**config.mk**
```make
export PLATFORM = sky130hd
export DESIGN_NAME = video_timing_gen
export DESIGN_NICKNAME = d
export VERILOG_FILES = /design/src/rtl/video_timing_gen.sv
export SDC_FILE = /design/constraint.sdc
export NUM_CORES = 1
export LEC_CHECK = 0
export CORE_MARGIN = 2
export CORE_UTILIZATION = 52
export CTS_CLUSTER_DIAMETER = 50
export CTS_CLUSTER_SIZE = 25
export DETAILED_ROUTE_END_ITERATION = 10
export MAX_ROUTING_LAYER = met4
export PLACE_DENSITY = 0.79
export RECOVER_POWER = 100
export REMOVE_ABC_BUFFERS = 1
export SLEW_MARGIN = 20
export SYNTH_ARGS = -nofsm -noshare
export SYNTH_HDL_FRONTEND = slang
export SYNTH_SLANG_ARGS = --single-unit
```
**constraint.sdc**
```tcl
create_clock -name clk -period 1.8 [get_ports clk]
set_input_delay 0.54 -clock clk [delete_from_list [all_inputs] [get_ports clk]]
set_output_delay 0.54 -clock clk [all_outputs]
set_load 0.03 [all_outputs]
```
**src/rtl/video_timing_gen.sv**
```systemverilog
// Raster timing generator: pixel coordinates plus blank/hsync/vsync, with the
// sync/blank group delayed to line up with the upstream pixel read latency.
module video_timing_gen #(
  parameter int H_ACTIVE  = 640,
  parameter int H_FP      = 16,
  parameter int H_SYNC    = 96,
  parameter int H_BP      = 48,
  parameter int V_ACTIVE  = 480,
  parameter int V_FP      = 10,
  parameter int V_SYNC    = 2,
  parameter int V_BP      = 33,
  parameter int HSYNC_POL = 0,
  parameter int VSYNC_POL = 0,
  parameter int PIPE_DLY  = 2
) (
  input  logic        clk,
  input  logic        rst,
  output logic [10:0] x_out,
  output logic [10:0] y_out,
  output logic        active_out,
  output logic        line_start_out,
  output logic        frame_start_out,
  output logic        blank_out,
  output logic        hsync_out,
  output logic        vsync_out
);

  localparam int H_TOTAL = H_ACTIVE + H_FP + H_SYNC + H_BP;
  localparam int V_TOTAL = V_ACTIVE + V_FP + V_SYNC + V_BP;

  if (H_TOTAL > 2048 || V_TOTAL > 2048 ||
      H_ACTIVE < 1 || H_FP < 1 || H_SYNC < 1 || H_BP < 1 ||
      V_ACTIVE < 1 || V_FP < 1 || V_SYNC < 1 || V_BP < 1 ||
      PIPE_DLY < 0 || PIPE_DLY > 8) begin : g_param_err
    $error("video_timing_gen: illegal timing parameters");
  end

  // Phase lengths minus one: the phase counter runs down to zero.
  localparam logic [10:0] H_ACT_M1 = 11'(H_ACTIVE - 1);
  localparam logic [10:0] H_FP_M1  = 11'(H_FP - 1);
  localparam logic [10:0] H_SY_M1  = 11'(H_SYNC - 1);
  localparam logic [10:0] H_BP_M1  = 11'(H_BP - 1);
  localparam logic [10:0] V_ACT_M1 = 11'(V_ACTIVE - 1);
  localparam logic [10:0] V_FP_M1  = 11'(V_FP - 1);
  localparam logic [10:0] V_SY_M1  = 11'(V_SYNC - 1);
  localparam logic [10:0] V_BP_M1  = 11'(V_BP - 1);
  localparam logic        HS_ON    = 1'(HSYNC_POL);
  localparam logic        VS_ON    = 1'(VSYNC_POL);

  typedef enum logic [1:0] {H_ACT, H_FRONT, H_SYNC_S, H_BACK} h_state_t;
  typedef enum logic [1:0] {V_ACT, V_FRONT, V_SYNC_S, V_BACK} v_state_t;

  h_state_t    h_state;
  v_state_t    v_state;
  logic [10:0] h_phase, v_phase;
  logic [10:0] h_cnt, v_cnt;
  logic        h_end, v_end, act;

  logic [PIPE_DLY:0] blank_pipe, hs_pipe, vs_pipe;

  assign h_end = (h_state == H_BACK) && (h_phase == '0);
  assign v_end = (v_state == V_BACK) && (v_phase == '0);
  assign act   = (h_state == H_ACT) && (v_state == V_ACT);

  always_ff @(posedge clk) begin
    if (rst) begin
      h_cnt   <= '0;
      v_cnt   <= '0;
      h_state <= H_ACT;
      h_phase <= H_ACT_M1;
      v_state <= V_ACT;
      v_phase <= V_ACT_M1;
    end else begin
      h_cnt <= h_end ? '0 : h_cnt + 11'd1;
      if (h_phase == '0) begin
        case (h_state)
          H_ACT:    begin h_state <= H_FRONT;  h_phase <= H_FP_M1;  end
          H_FRONT:  begin h_state <= H_SYNC_S; h_phase <= H_SY_M1;  end
          H_SYNC_S: begin h_state <= H_BACK;   h_phase <= H_BP_M1;  end
          default:  begin h_state <= H_ACT;    h_phase <= H_ACT_M1; end
        endcase
      end else begin
        h_phase <= h_phase - 11'd1;
      end
      // Vertical side only moves on the last pixel of a line.
      if (h_end) begin
        v_cnt <= v_end ? '0 : v_cnt + 11'd1;
        if (v_phase == '0) begin
          case (v_state)
            V_ACT:    begin v_state <= V_FRONT;  v_phase <= V_FP_M1;  end
            V_FRONT:  begin v_state <= V_SYNC_S; v_phase <= V_SY_M1;  end
            V_SYNC_S: begin v_state <= V_BACK;   v_phase <= V_BP_M1;  end
            default:  begin v_state <= V_ACT;    v_phase <= V_ACT_M1; end
          endcase
        end else begin
          v_phase <= v_phase - 11'd1;
        end
      end
    end
  end

  // Stage 0 is aligned with x_out; stage PIPE_DLY drives the pins.
  always_ff @(posedge clk) begin
    if (rst) begin
      x_out           <= '0;
      y_out           <= '0;
      active_out      <= 1'b0;
      line_start_out  <= 1'b0;
      frame_start_out <= 1'b0;
      blank_pipe      <= '1;
      hs_pipe         <= {(PIPE_DLY+1){~HS_ON}};
      vs_pipe         <= {(PIPE_DLY+1){~VS_ON}};
    end else begin
      x_out           <= h_cnt;
      y_out           <= v_cnt;
      active_out      <= act;
      line_start_out  <= (h_cnt == '0);
      frame_start_out <= (h_cnt == '0) && (v_cnt == '0);
      blank_pipe[0]   <= ~act;
      hs_pipe[0]      <= (h_state == H_SYNC_S) ? HS_ON : ~HS_ON;
      vs_pipe[0]      <= (v_state == V_SYNC_S) ? VS_ON : ~VS_ON;
      for (int i = 1; i <= PIPE_DLY; i++) begin
        blank_pipe[i] <= blank_pipe[i-1];
        hs_pipe[i]    <= hs_pipe[i-1];
        vs_pipe[i]    <= vs_pipe[i-1];
      end
    end
  end

  assign blank_out = blank_pipe[PIPE_DLY];
  assign hsync_out = hs_pipe[PIPE_DLY];
  assign vsync_out = vs_pipe[PIPE_DLY];

endmodule

```
==> results of run 1 <==
cell families (layout without fill, tap and decap cells):
family / count (synthesis) / count (layout) / share of synthesized area (%)
adder cells (fa/ha/maj): 18 / 18 / 6.363
AND/OR/NAND/NOR: 162 / 163 / 27.01
AO/OA/AOI/OAI: 61 / 61 / 11.56
buffers and inverters: 33 / 112 / 4.312
flip-flops: 82 / 82 / 46.38
XOR/XNOR: 14 / 14 / 3.464
multiplexers: 3 / 3 / 0.9190
layer usage:
layer  wire [um]  GRT usage [%]  part of all wire (%)
met1        3691          28.33                    43
met3         437          4.667                   5.0
met2        4362          38.25                    50
met4         175          8.381                   2.0
met5           0              -                     0
flip-flops by register name, indices dropped and copies added (netlist names), 2 cells and up:
name        count
blank_pipe      3
v_phase        11
h_phase        11
x_out          11
y_out          11
h_cnt          11
h_state         2
v_cnt          11
hs_pipe         3
v_state         2
vs_pipe         3
final cells by class:
class | instances | area share, %
clock inverter | 7 | 2.709
multi-input combinational | 259 | 41.07
timing repair buffer | 79 | 14.14
sequential | 82 | 35.84
tap | 80 | 2.167
clock buffer | 9 | 2.682
inverter | 17 | 1.382
timing repair:
item / 4_1_cts / 5_1_grt
resized for setup: 50 / 25
setup buffers: 6 / 4
pin swaps: 7 / 10
gates cloned: 0 / 1
endpoints found under the setup margin: 59 / 35
per-stage QoR:
stage          setup WS, ps  hold WS, ps  utilization (%)  total power [W]
6_report             -33.36        415.0            69.12         0.003738
2_1_floorplan        -720.4        389.5                -         0.002016
3_5_place_dp         -141.0        393.3            62.10         0.002122
4_1_cts               4.493        414.6            67.15         0.003732
3_3_place_gp         -69.87        391.0            62.10         0.002115
5_1_grt              -114.1        421.2            69.12         0.003835
Yosys cell counts (8+ instances only):
master / instances
sky130_fd_sc_hd__nand3_1: 20
sky130_fd_sc_hd__xor2_1: 8
sky130_fd_sc_hd__nor2b_1: 16
sky130_fd_sc_hd__or2_2: 9
sky130_fd_sc_hd__nand4_1: 9
sky130_fd_sc_hd__ha_1: 18
sky130_fd_sc_hd__inv_1: 17
sky130_fd_sc_hd__nand2_1: 19
sky130_fd_sc_hd__clkbuf_1: 10
sky130_fd_sc_hd__a21oi_1: 16
sky130_fd_sc_hd__nor3_1: 8
sky130_fd_sc_hd__nor2_1: 32
sky130_fd_sc_hd__dfxtp_1: 82
worst paths after layout:
path	slack, ps	end	start	cells past startpoint
worst min-delay path	410	hs_pipe[1]	hs_pipe[0]	1
worst max register to register	-30	v_phase[6]	v_phase[3]	5
worst min register to register	410	hs_pipe[1]	hs_pipe[0]	1
worst max-delay path	-30	v_phase[6]	v_phase[3]	5
cell usage in the layout, fill, tap and decap left out, types with 4 or more instances in the layout:
cell type | synthesis | routed
sky130_fd_sc_hd__a21o_1 | 5 | 5
sky130_fd_sc_hd__a21oi_1 | 16 | 10
sky130_fd_sc_hd__a21oi_2 | 0 | 6
sky130_fd_sc_hd__a31oi_1 | 7 | 7
sky130_fd_sc_hd__buf_4 | 0 | 45
sky130_fd_sc_hd__buf_6 | 2 | 4
sky130_fd_sc_hd__clkbuf_8 | 1 | 9
sky130_fd_sc_hd__dfxtp_1 | 82 | 75
sky130_fd_sc_hd__dfxtp_2 | 0 | 5
sky130_fd_sc_hd__dlygate4sd2_1 | 0 | 28
sky130_fd_sc_hd__ha_1 | 18 | 15
sky130_fd_sc_hd__inv_1 | 17 | 13
sky130_fd_sc_hd__inv_2 | 0 | 4
sky130_fd_sc_hd__nand2_1 | 19 | 19
sky130_fd_sc_hd__nand2b_1 | 6 | 5
sky130_fd_sc_hd__nand3_1 | 20 | 20
sky130_fd_sc_hd__nand4_1 | 9 | 9
sky130_fd_sc_hd__nor2_1 | 32 | 32
sky130_fd_sc_hd__nor2b_1 | 16 | 16
sky130_fd_sc_hd__nor3_1 | 8 | 7
sky130_fd_sc_hd__o21ai_0 | 6 | 6
sky130_fd_sc_hd__o31ai_1 | 7 | 6
sky130_fd_sc_hd__o32a_1 | 4 | 4
sky130_fd_sc_hd__or2_2 | 9 | 9
sky130_fd_sc_hd__or3_1 | 4 | 4
sky130_fd_sc_hd__or4_4 | 1 | 4
sky130_fd_sc_hd__xnor2_1 | 6 | 6
sky130_fd_sc_hd__xor2_1 | 8 | 8
worst register-to-register path, delay by kind of cell (launching register included):
kind / cells / cell delay (ps)
flops: 1 / 370
buf+inv: 1 / 200
compound gates: 2 / 230
simple gates: 2 / 930
power by group through the flow:
stage	sequential (W)	combinational [W]	clock, W
floorplan	0.00195	0.0000654	0
global placement	0.00192	0.000199	0
detailed placement	0.00192	0.000205	0
CTS	0.00188	0.000206	0.00165
global route	0.00188	0.000232	0.00172
finish	0.00187	0.000214	0.00165
==> impl_table.tex, run 1 <==
\begin{tabular}{lr}
\hline
Metric & Value \\
\hline
\multicolumn{2}{l}{\textbf{Outcome}} \\
Result of the run & complete, but fails checks \\
Violated checks & negative setup slack \\
\multicolumn{2}{l}{\textbf{Synth}} \\
Seq/Total Area, Yosys & 46.38\% \\
Syn\_area\_per\_cell & 9.490 um\^{}2 \\
Largest cells by area after synthesis & sky130\_fd\_sc\_hd\_\_dfxtp\_1 (46\%), sky130\_fd\_sc\_hd\_\_ha\_1 (6.4\%), sky130\_fd\_sc\_hd\_\_nor2\_1 (3.4\%) \\
Most common flop cell mapped by yosys & sky130\_fd\_sc\_hd\_\_dfxtp\_1 \\
Area share of the leading cell type in the synthesized netlist & 46.38\% \\
Cell count after synthesis & 373 \\
Synthesized area & 3540 um\^{}2 \\
Number of flops mapped to enable cells by yosys & 0 \\
Async S/R FF share, synth & 0\% \\
Yosys reg bits & 82 \\
Yosys cell types & 55 \\
Yosys synthesis warning count & 0 \\
Cell accounting for the most synthesized area & sky130\_fd\_sc\_hd\_\_dfxtp\_1 \\
\multicolumn{2}{l}{\textbf{Route}} \\
Antenna-violating nets left & 0 \\
Via count & 3,124 \\
Wirelength per Cell & 16.26 um \\
Wirelength, routed & 8667 um \\
Residual DRC & 0 \\
1st-pass router iterations & 5 \\
Detailed Route Iter0 Violations & 164 \\
Detail-routed via count per cell & 5.861 \\
\multicolumn{2}{l}{\textbf{Die}} \\
Row count & 30 \\
Die Wd & 86.51 um \\
Initial Util & 52.98\% \\
Height of the chip & 86.51 um \\
Floorplan die area & 7483 um\^{}2 \\
Core footprint & 6681 um\^{}2 \\
Top-Level Pins & 30 \\
\multicolumn{2}{l}{\textbf{Timing}} \\
Clk\_skew & 10.06 ps \\
Worst Max-Slew Pin Slew & 551.6 ps \\
Maximum achievable frequency & 0.5454 GHz \\
Share of the clock period used by the worst path after layout & 101.9\% \\
Unrepaired setup endpoints after global routing & true \\
Max-slew violation total from the final report & 0 \\
Clock period minus worst slack & 1833 ps \\
PnR worst setup slack & -33.36 ps \\
Relative slew margins & 62.88\% \\
Post-route setup TNS & -77.59 ps \\
Final Hold Vio Count & 0 \\
Final setup fails & 4 \\
\multicolumn{2}{l}{\textbf{Final layout}} \\
Finished Cell Area & 4618 um\^{}2 \\
Signed area change from the synthesized netlist to the final layout & 30.47\% \\
Register area & 1655 um\^{}2 \\
Count of non-filler cells in the finished layout & 533 \\
Layout fillers & 479 \\
Area of combinational cells with multiple inputs & 1897 um\^{}2 \\
Antenna Diode Count & 0 \\
Number of nets at the end of the flow & 468 \\
Fraction of final layout cells with drive strength greater than 1 & 27.37\% \\
\multicolumn{2}{l}{\textbf{Setup path}} \\
Delay of the slowest critical-path stage & 590 ps \\
Slowest CP cell & sky130\_fd\_sc\_hd\_\_or4\_4 \\
Required time worst endpoint & 2060 ps \\
Bufs and invs on worst path & 1 \\
Worst path top cell family by delay & simple AND/OR/NAND/NOR gates \\
Cell Chain, Critical Path & or4\_4 -> nor4\_4 -> buf\_4 -> a31oi\_1 -> o32a\_1 \\
CP Launch Type & flip-flop \\
Kind of end point of the critical path & flip-flop \\
Type of the worst setup path & reg2reg \\
CP max FO & 5 \\
Data arrival time of the critical path & 2090 ps \\
\multicolumn{2}{l}{\textbf{Pwr}} \\
Psw & 0.0008678 W \\
Clock network power share & 44.1\% \\
Switching Share & 23.22\% \\
Logic gate share of total power & 5.7\% \\
Pleak & 1.836 nW \\
Peak VDD IR & 0.5520 mV \\
Design internal power & 0.002870 W \\
Total power density per cell area & 809.3 nW/um\^{}2 \\
Reg power frac & 50.1\% \\
\multicolumn{2}{l}{\textbf{Clocking}} \\
Clock Root Buffer & sky130\_fd\_sc\_hd\_\_clkbuf\_8 \\
Clock edge transition at the registers on the reported setup and hold paths & 90 ps \\
Cts hold-fix bufs & 0 \\
\# H-tree levels & 3 \\
Maximum root-to-sink buffer count & 2 \\
Sinks on the clock net & 82 \\
Clock insertion delay at the later pin of the skew report & 360 ps \\
Clock tree from TritonCTS & done \\
Cts bufs inserted & 9 \\
\multicolumn{2}{l}{\textbf{GRT}} \\
Pin count of the biggest net entering global routing & 22 \\
Remaining global-route overflow & 0 \\
All-Layer GR Usage & 23.24\% \\
Wire length of the first global-routing pass & 13,270 um \\
Number of antenna violations at the first check in global routing & 0 \\
Number of global-route vias before repair & 2,823 \\
\multicolumn{2}{l}{\textbf{Place}} \\
HPWL after DPL & 5280 um \\
Instance count after placement with tap cells included & 506 \\
Final weighted congestion in routability-driven placement & 0.8850 \\
Post-place instance area & 4149 um\^{}2 \\
Number of buffer cells added on primary ports & 29 \\
\multicolumn{2}{l}{\textbf{Worst hold path}} \\
Type of the tightest min-delay check & reg2reg \\
\multicolumn{2}{l}{\textbf{Job}} \\
Max\_cap viols & 0 \\
\hline
\end{tabular}
Power figures use the tool's default switching activity.
==> run 2: changes to the inputs <==
--- a/config.mk
+++ b/config.mk
@@ -6,14 +6,15 @@
 export NUM_CORES = 1
 export LEC_CHECK = 0
 export CORE_MARGIN = 2
-export CORE_UTILIZATION = 52
+export CORE_UTILIZATION = 40
 export CTS_CLUSTER_DIAMETER = 50
 export CTS_CLUSTER_SIZE = 25
 export DETAILED_ROUTE_END_ITERATION = 10
 export MAX_ROUTING_LAYER = met4
-export PLACE_DENSITY = 0.79
+export PLACE_DENSITY = 0.64
 export RECOVER_POWER = 100
 export REMOVE_ABC_BUFFERS = 1
+export SKIP_LAST_GASP = 1
 export SLEW_MARGIN = 20
 export SYNTH_ARGS = -nofsm -noshare
 export SYNTH_HDL_FRONTEND = slang
==> impl_table.tex, run 2 (synthesized netlist as in run 1, its figures left out) <==
\begin{tabular}{lr}
\hline
Metric & Value \\
\hline
\multicolumn{2}{l}{\textbf{Outcome}} \\
Result of the run & completed \\
\multicolumn{2}{l}{\textbf{Timing}} \\
Maximum achievable frequency & 0.5602 GHz \\
Final setup fails & 0 \\
Worst Max-Slew Pin Slew & 415.2 ps \\
Relative slew margins & 72.17\% \\
Worst hold slack & 411.5 ps \\
Clock period minus worst slack & 1785 ps \\
Max-slew violation total from the final report & 0 \\
PnR worst setup slack & 15.03 ps \\
Unrepaired setup endpoints after global routing & true \\
Share of the clock period used by the worst path after layout & 99.17\% \\
Clk\_skew & 13.00 ps \\
Final Hold Vio Count & 0 \\
\multicolumn{2}{l}{\textbf{Worst hold path}} \\
Hold path depth & 1 \\
Type of the tightest min-delay check & reg2reg \\
Worst hold path startpoint & vs\_pipe[1] \\
Worst min-delay path endpoint & vs\_pipe[2] \\
\multicolumn{2}{l}{\textbf{Setup path}} \\
Type of the worst setup path & reg2reg \\
Required time worst endpoint & 2040 ps \\
Kind of end point of the critical path & flip-flop \\
Delay of the slowest critical-path stage & 590 ps \\
Slowest CP cell & sky130\_fd\_sc\_hd\_\_or4\_4 \\
Cell Chain, Critical Path & or4\_4 -> nor4\_4 -> buf\_4 -> a31oi\_1 -> o32a\_1 \\
CP max FO & 5 \\
CP Launch Type & flip-flop \\
Worst-case register-to-register setup slack & 20 ps \\
Data arrival time of the critical path & 2030 ps \\
Critical R2R Capture & v\_phase[4] \\
Launch point of the worst reg-to-reg path & v\_phase[2] \\
Depth of the most critical reg-to-reg path & 5 \\
\multicolumn{2}{l}{\textbf{Place}} \\
Worst setup slack after placement & -62.54 ps \\
HPWL after DPL & 5059 um \\
Final weighted congestion in routability-driven placement & 0.8202 \\
Instance count after placement with tap cells included & 535 \\
Post-place instance area & 4192 um\^{}2 \\
Number of buffer cells added on primary ports & 29 \\
\multicolumn{2}{l}{\textbf{Die}} \\
Core footprint & 8636 um\^{}2 \\
Height of the chip & 98.07 um \\
Initial Util & 40.99\% \\
Top-Level Pins & 30 \\
Die Wd & 98.07 um \\
Row count & 34 \\
Floorplan die area & 9618 um\^{}2 \\
\multicolumn{2}{l}{\textbf{GRT}} \\
Number of global-route vias before repair & 2,674 \\
All-Layer GR Usage & 15.73\% \\
Wire length of the first global-routing pass & 12,190 um \\
Number of antenna violations at the first check in global routing & 0 \\
Remaining global-route overflow & 0 \\
Pin count of the biggest net entering global routing & 20 \\
\multicolumn{2}{l}{\textbf{Job}} \\
Max\_cap viols & 0 \\
\multicolumn{2}{l}{\textbf{Clocking}} \\
\# H-tree levels & 3 \\
Clock Root Buffer & sky130\_fd\_sc\_hd\_\_clkbuf\_8 \\
Sinks on the clock net & 82 \\
Cts hold-fix bufs & 0 \\
Maximum root-to-sink buffer count & 2 \\
Cts bufs inserted & 9 \\
Clock tree from TritonCTS & done \\
Clock insertion delay at the later pin of the skew report & 360 ps \\
Clock edge transition at the registers on the reported setup and hold paths & 80 ps \\
\multicolumn{2}{l}{\textbf{Pwr}} \\
Pleak & 1.775 nW \\
Total power density per cell area & 763.3 nW/um\^{}2 \\
Peak VDD IR & 0.3047 mV \\
\multicolumn{2}{l}{\textbf{Route}} \\
Via count & 2,932 \\
Antenna-violating nets left & 0 \\
Residual DRC & 0 \\
1st-pass router iterations & 4 \\
Wirelength per Cell & 13.09 um \\
Wirelength, routed & 7306 um \\
Detail-routed via count per cell & 5.254 \\
Detailed Route Iter0 Violations & 86 \\
\multicolumn{2}{l}{\textbf{Final layout}} \\
Fraction of final layout cells with drive strength greater than 1 & 24.67\% \\
Most frequent cells in the layout & sky130\_fd\_sc\_hd\_\_dfxtp\_1 (78), sky130\_fd\_sc\_hd\_\_buf\_4 (43), sky130\_fd\_sc\_hd\_\_nor2\_1 (32) \\
Signed area change from the synthesized netlist to the final layout & 28.17\% \\
Finished Cell Area & 4537 um\^{}2 \\
Antenna Diode Count & 0 \\
Most common library cell in the layout ignoring fill and taps & sky130\_fd\_sc\_hd\_\_dfxtp\_1 \\
Number of nets at the end of the flow & 465 \\
Fraction of the core area covered by cells at the end of the flow & 52.54\% \\
Count of non-filler cells in the finished layout & 558 \\
Layout fillers & 816 \\
\hline
\end{tabular}
==> run 2: area by class of cell <==
type                       count  area, um^2  share of cell area (%)
timing repair buffer          76       619.3                   13.65
clock inverter                 6       72.57                   1.600
inverter                      17       63.81                   1.407
clock buffer                  10       137.6                   3.034
tap                          108       135.1                   2.978
sequential                    82        1647                   36.29
multi-input combinational    259        1862                   41.04
==> run 2: repair_timing <==
item	4_1_cts	5_1_grt
pin swaps	0	19
setup buffers	0	6
cloned	0	1
resized for setup	33	25
endpoints found under the setup margin	44	23
==> run 2: power breakdown <==
part	leakage, nW	internal [W]	switching, W
logic	1.01	0.0000867	0.000117
registers	0.664	0.00185	0.0000238
clock network	0.103	0.000693	0.000691
total	1.78	0.00263	0.000833
==> run 2: worst max-delay path by stage <==
stage	cells past startpoint	to	startpoint
after floorplan	4	v_phase[10]	h_phase[4]
after global placement	7	v_cnt[5]	h_phase[0]
after detailed placement	7	v_phase[4]	v_phase[1]
after CTS	7	v_cnt[5]	h_phase[1]
after global routing	7	v_cnt[5]	h_phase[1]
final	5	v_phase[4]	v_phase[2]
==> run 2: routing by layer <==
layer / GRT usage (%) / routed length, um / part of all wire [%] / up-vias
met2: 25.18 / 3530 / 48 / 50
met5: - / 0 / 0 / -
met4: 5.662 / 116 / 1.6 / 0
met3: 4.438 / 266 / 3.6 / 11
li1: - / - / - / 1476
met1: 18.97 / 3392 / 46 / 1395
==> run 2: critical path, delay by kind of cell (launching register included) <==
family | cells | cell delay (ps)
simple gates | 2 | 890
compound gates | 2 | 230
buf+inv | 1 | 200
flops | 1 | 340
==> run 2: stage by stage <==
step           total power [W]  TNS [ps]
2_1_floorplan         0.002016    -14240
3_3_place_gp          0.002124    -52.78
3_5_place_dp          0.002128    -354.3
4_1_cts               0.003496    -28.35
5_1_grt               0.003594    -489.4
6_report              0.003463         0
==> run 3: changes to the inputs <==
--- a/config.mk
+++ b/config.mk
@@ -5,7 +5,8 @@
 export SDC_FILE = /design/constraint.sdc
 export NUM_CORES = 1
 export LEC_CHECK = 0
-export CORE_MARGIN = 2
+export ABC_AREA = 1
+export CORE_MARGIN = 5
 export CORE_UTILIZATION = 40
 export CTS_CLUSTER_DIAMETER = 50
 export CTS_CLUSTER_SIZE = 25
==> impl_table.tex, run 3 <==
\begin{tabular}{lr}
\hline
Metric & Value \\
\hline
\multicolumn{2}{l}{\textbf{Outcome}} \\
Result of the run & completed \\
\multicolumn{2}{l}{\textbf{Setup path}} \\
Startpoint of the worst setup timing path & rst \\
Kind of end point of the critical path & flip-flop \\
Required time worst endpoint & 2060 ps \\
Data arrival time of the critical path & 1920 ps \\
Type of the worst setup path & in2reg \\
Launch point of the worst reg-to-reg path & v\_phase[0] \\
CP max FO & 26 \\
CP Launch Type & input pin \\
\multicolumn{2}{l}{\textbf{Pwr}} \\
Pleak & 1.967 nW \\
Peak VDD IR & 0.3038 mV \\
Total Power Consumption & 0.003397 W \\
Total power density per cell area & 791.6 nW/um\^{}2 \\
\multicolumn{2}{l}{\textbf{Synth}} \\
Number of flops mapped to enable cells by yosys & 0 \\
Area share of the leading cell type in the synthesized netlist & 44.61\% \\
Cell accounting for the most synthesized area & sky130\_fd\_sc\_hd\_\_dfxtp\_1 \\
Top cells by instance count after synthesis & sky130\_fd\_sc\_hd\_\_nand2\_1 (99), sky130\_fd\_sc\_hd\_\_dfxtp\_1 (82), sky130\_fd\_sc\_hd\_\_nor2\_1 (76), sky130\_fd\_sc\_hd\_\_inv\_1 (67), sky130\_fd\_sc\_hd\_\_nand3\_1 (36) \\
Async S/R FF share, synth & 0\% \\
Most common flop cell mapped by yosys & sky130\_fd\_sc\_hd\_\_dfxtp\_1 \\
Largest cells by area after synthesis & sky130\_fd\_sc\_hd\_\_dfxtp\_1 (45\%), sky130\_fd\_sc\_hd\_\_nand2\_1 (10\%), sky130\_fd\_sc\_hd\_\_nor2\_1 (7.8\%) \\
Cell count after synthesis & 489 \\
Synthesized area & 3680 um\^{}2 \\
Library cell with the highest instance count after synthesis & sky130\_fd\_sc\_hd\_\_nand2\_1 \\
Syn\_area\_per\_cell & 7.525 um\^{}2 \\
Yosys reg bits & 82 \\
Yosys cell types & 28 \\
Seq/Total Area, Yosys & 44.61\% \\
Yosys synthesis warning count & 0 \\
\multicolumn{2}{l}{\textbf{Clocking}} \\
Clock edge transition at the registers on the reported setup and hold paths & 100 ps \\
Maximum root-to-sink buffer count & 2 \\
Clock Root Buffer & sky130\_fd\_sc\_hd\_\_clkbuf\_8 \\
Sinks on the clock net & 82 \\
Clock insertion delay at the later pin of the skew report & 370 ps \\
\# H-tree levels & 3 \\
Clock tree from TritonCTS & done \\
Cts bufs inserted & 9 \\
\multicolumn{2}{l}{\textbf{Final layout}} \\
Number of nets at the end of the flow & 551 \\
Most common library cell in the layout ignoring fill and taps & sky130\_fd\_sc\_hd\_\_nand2\_1 \\
Layout fillers & 934 \\
Most frequent cells in the layout & sky130\_fd\_sc\_hd\_\_nand2\_1 (100), sky130\_fd\_sc\_hd\_\_dfxtp\_1 (82), sky130\_fd\_sc\_hd\_\_nor2\_1 (76) \\
Fraction of final layout cells with drive strength greater than 1 & 11.19\% \\
Count of non-filler cells in the finished layout & 647 \\
Finished Cell Area & 4292 um\^{}2 \\
Signed area change from the synthesized netlist to the final layout & 16.63\% \\
Antenna Diode Count & 0 \\
Fraction of the core area covered by cells at the end of the flow & 47.12\% \\
\multicolumn{2}{l}{\textbf{Worst hold path}} \\
Type of the tightest min-delay check & reg2reg \\
Worst hold path startpoint & vs\_pipe[0] \\
\multicolumn{2}{l}{\textbf{Die}} \\
Height of the chip & 105.9 um \\
Die Wd & 105.9 um \\
Initial Util & 40.40\% \\
Row count & 35 \\
Top-Level Pins & 30 \\
Floorplan die area & 11,220 um\^{}2 \\
Core footprint & 9109 um\^{}2 \\
\multicolumn{2}{l}{\textbf{Route}} \\
Wirelength, routed & 7236 um \\
Detail-routed via count per cell & 4.614 \\
Wirelength per Cell & 11.18 um \\
1st-pass router iterations & 5 \\
Residual DRC & 0 \\
Detailed Route Iter0 Violations & 117 \\
Antenna-violating nets left & 0 \\
Via count & 2,985 \\
\multicolumn{2}{l}{\textbf{GRT}} \\
Pin count of the biggest net entering global routing & 27 \\
Number of antenna violations at the first check in global routing & 0 \\
Number of global-route vias before repair & 2,947 \\
Wire length of the first global-routing pass & 12,900 um \\
Remaining global-route overflow & 0 \\
All-Layer GR Usage & 14.43\% \\
\multicolumn{2}{l}{\textbf{Place}} \\
Number of buffer cells added on primary ports & 29 \\
Instance count after placement with tap cells included & 631 \\
Post-place instance area & 4133 um\^{}2 \\
HPWL after DPL & 5461 um \\
Final weighted congestion in routability-driven placement & 0.8205 \\
Worst setup slack after placement & -117.4 ps \\
\multicolumn{2}{l}{\textbf{Timing}} \\
Clock period minus worst slack & 1656 ps \\
Maximum achievable frequency & 0.6040 GHz \\
PnR worst setup slack & 144.3 ps \\
Final setup fails & 0 \\
Max-slew violation total from the final report & 0 \\
Final Hold Vio Count & 0 \\
Relative slew margins & 68.06\% \\
Clk\_skew & 15.45 ps \\
Unrepaired setup endpoints after global routing & false \\
Share of the clock period used by the worst path after layout & 91.98\% \\
Worst Max-Slew Pin Slew & 479.1 ps \\
\multicolumn{2}{l}{\textbf{Job}} \\
Max\_cap viols & 0 \\
\hline
\end{tabular}
[run 3: cell count changes in the layout (fill, tap and decap cells not counted), sizes merged, moves of 7 or more]
| cell | change |
|---|---|
| nand2 | +81 |
| nor2 | +62 |
| inv | +53 |
| buf | -40 |
| nor2b | -17 |
| nand3 | +15 |
| o21ai | +10 |
| a31oi | -7 |
| o31ai | -7 |
[run 3: per-stage QoR]
stage	setup TNS [ps]	hold WS, ps
detailed placement	-1654	378.6
global placement	-1008	375.4
global route	0	420.2
finish	0	395.9
floorplan	-495.3	366.1
CTS	0	398.8
[run 3: metal layers]
metal	vias to the layer above	track usage, %	routed length, um
li1	1605	-	-
met1	1325	17.14	3502
met2	46	23.54	3342
met3	9	3.461	223
met4	0	6.013	168
met5	-	-	0
[run 3: what timing repair did]
| item | CTS | global route |
|---|---|---|
| resized for setup | 28 | 0 |
| setup buffers | 0 | 0 |
| hold buffers | 0 | 0 |
| setup endpoints to repair | 28 | 0 |
[run 3: critical path: stages]
cell and delay (ps):
sky130_fd_sc_hd__dlygate4sd3_1 630, sky130_fd_sc_hd__clkbuf_2 360, sky130_fd_sc_hd__or2_2 390
[run 3: worst paths after layout]
path / slack [ps] / cells past startpoint / endpoint
min reg2reg: 400 / 1 / vs_pipe[1]
max reg2reg: 200 / 9 / v_cnt[6]
min: 400 / 1 / vs_pipe[1]
max: 140 / 3 / blank_pipe[2]
[run 3: power by group]
| part | internal (W) | total (W) | switching (W) |
|---|---|---|---|
| Combinational | 0.0000416 | 0.000124 | 0.0000829 |
| Clock | 0.000696 | 0.00143 | 0.000730 |
| Sequential | 0.00184 | 0.00185 | 0.0000114 |
| Total | 0.00257 | 0.00340 | 0.000824 |
[run 3: logic make-up (layout without fill, tap and decap cells)]
group	count (synthesis)	after routing	share of synthesized area [%]
and+or+nand+nor	266	266	33.05
DFF	82	82	44.61
buffers and inverters	77	124	8.433
AOI/OAI and AO/OA	34	34	4.930
adders and majority gates	18	18	6.120
xor gates and xnor gates	12	12	2.856
[run 3: layout make-up]
cell class | instances | area [um^2] | share of cell area, %
Sequential cell | 82 | 1642 | 38.25
Clock inverter | 6 | 72.57 | 1.691
Multi-Input combinational cell | 330 | 1720 | 40.09
Clock buffer | 10 | 137.6 | 3.207
Timing Repair Buffer | 39 | 321.6 | 7.493
Inverter | 69 | 259.0 | 6.035
Tap cell | 111 | 138.9 | 3.236
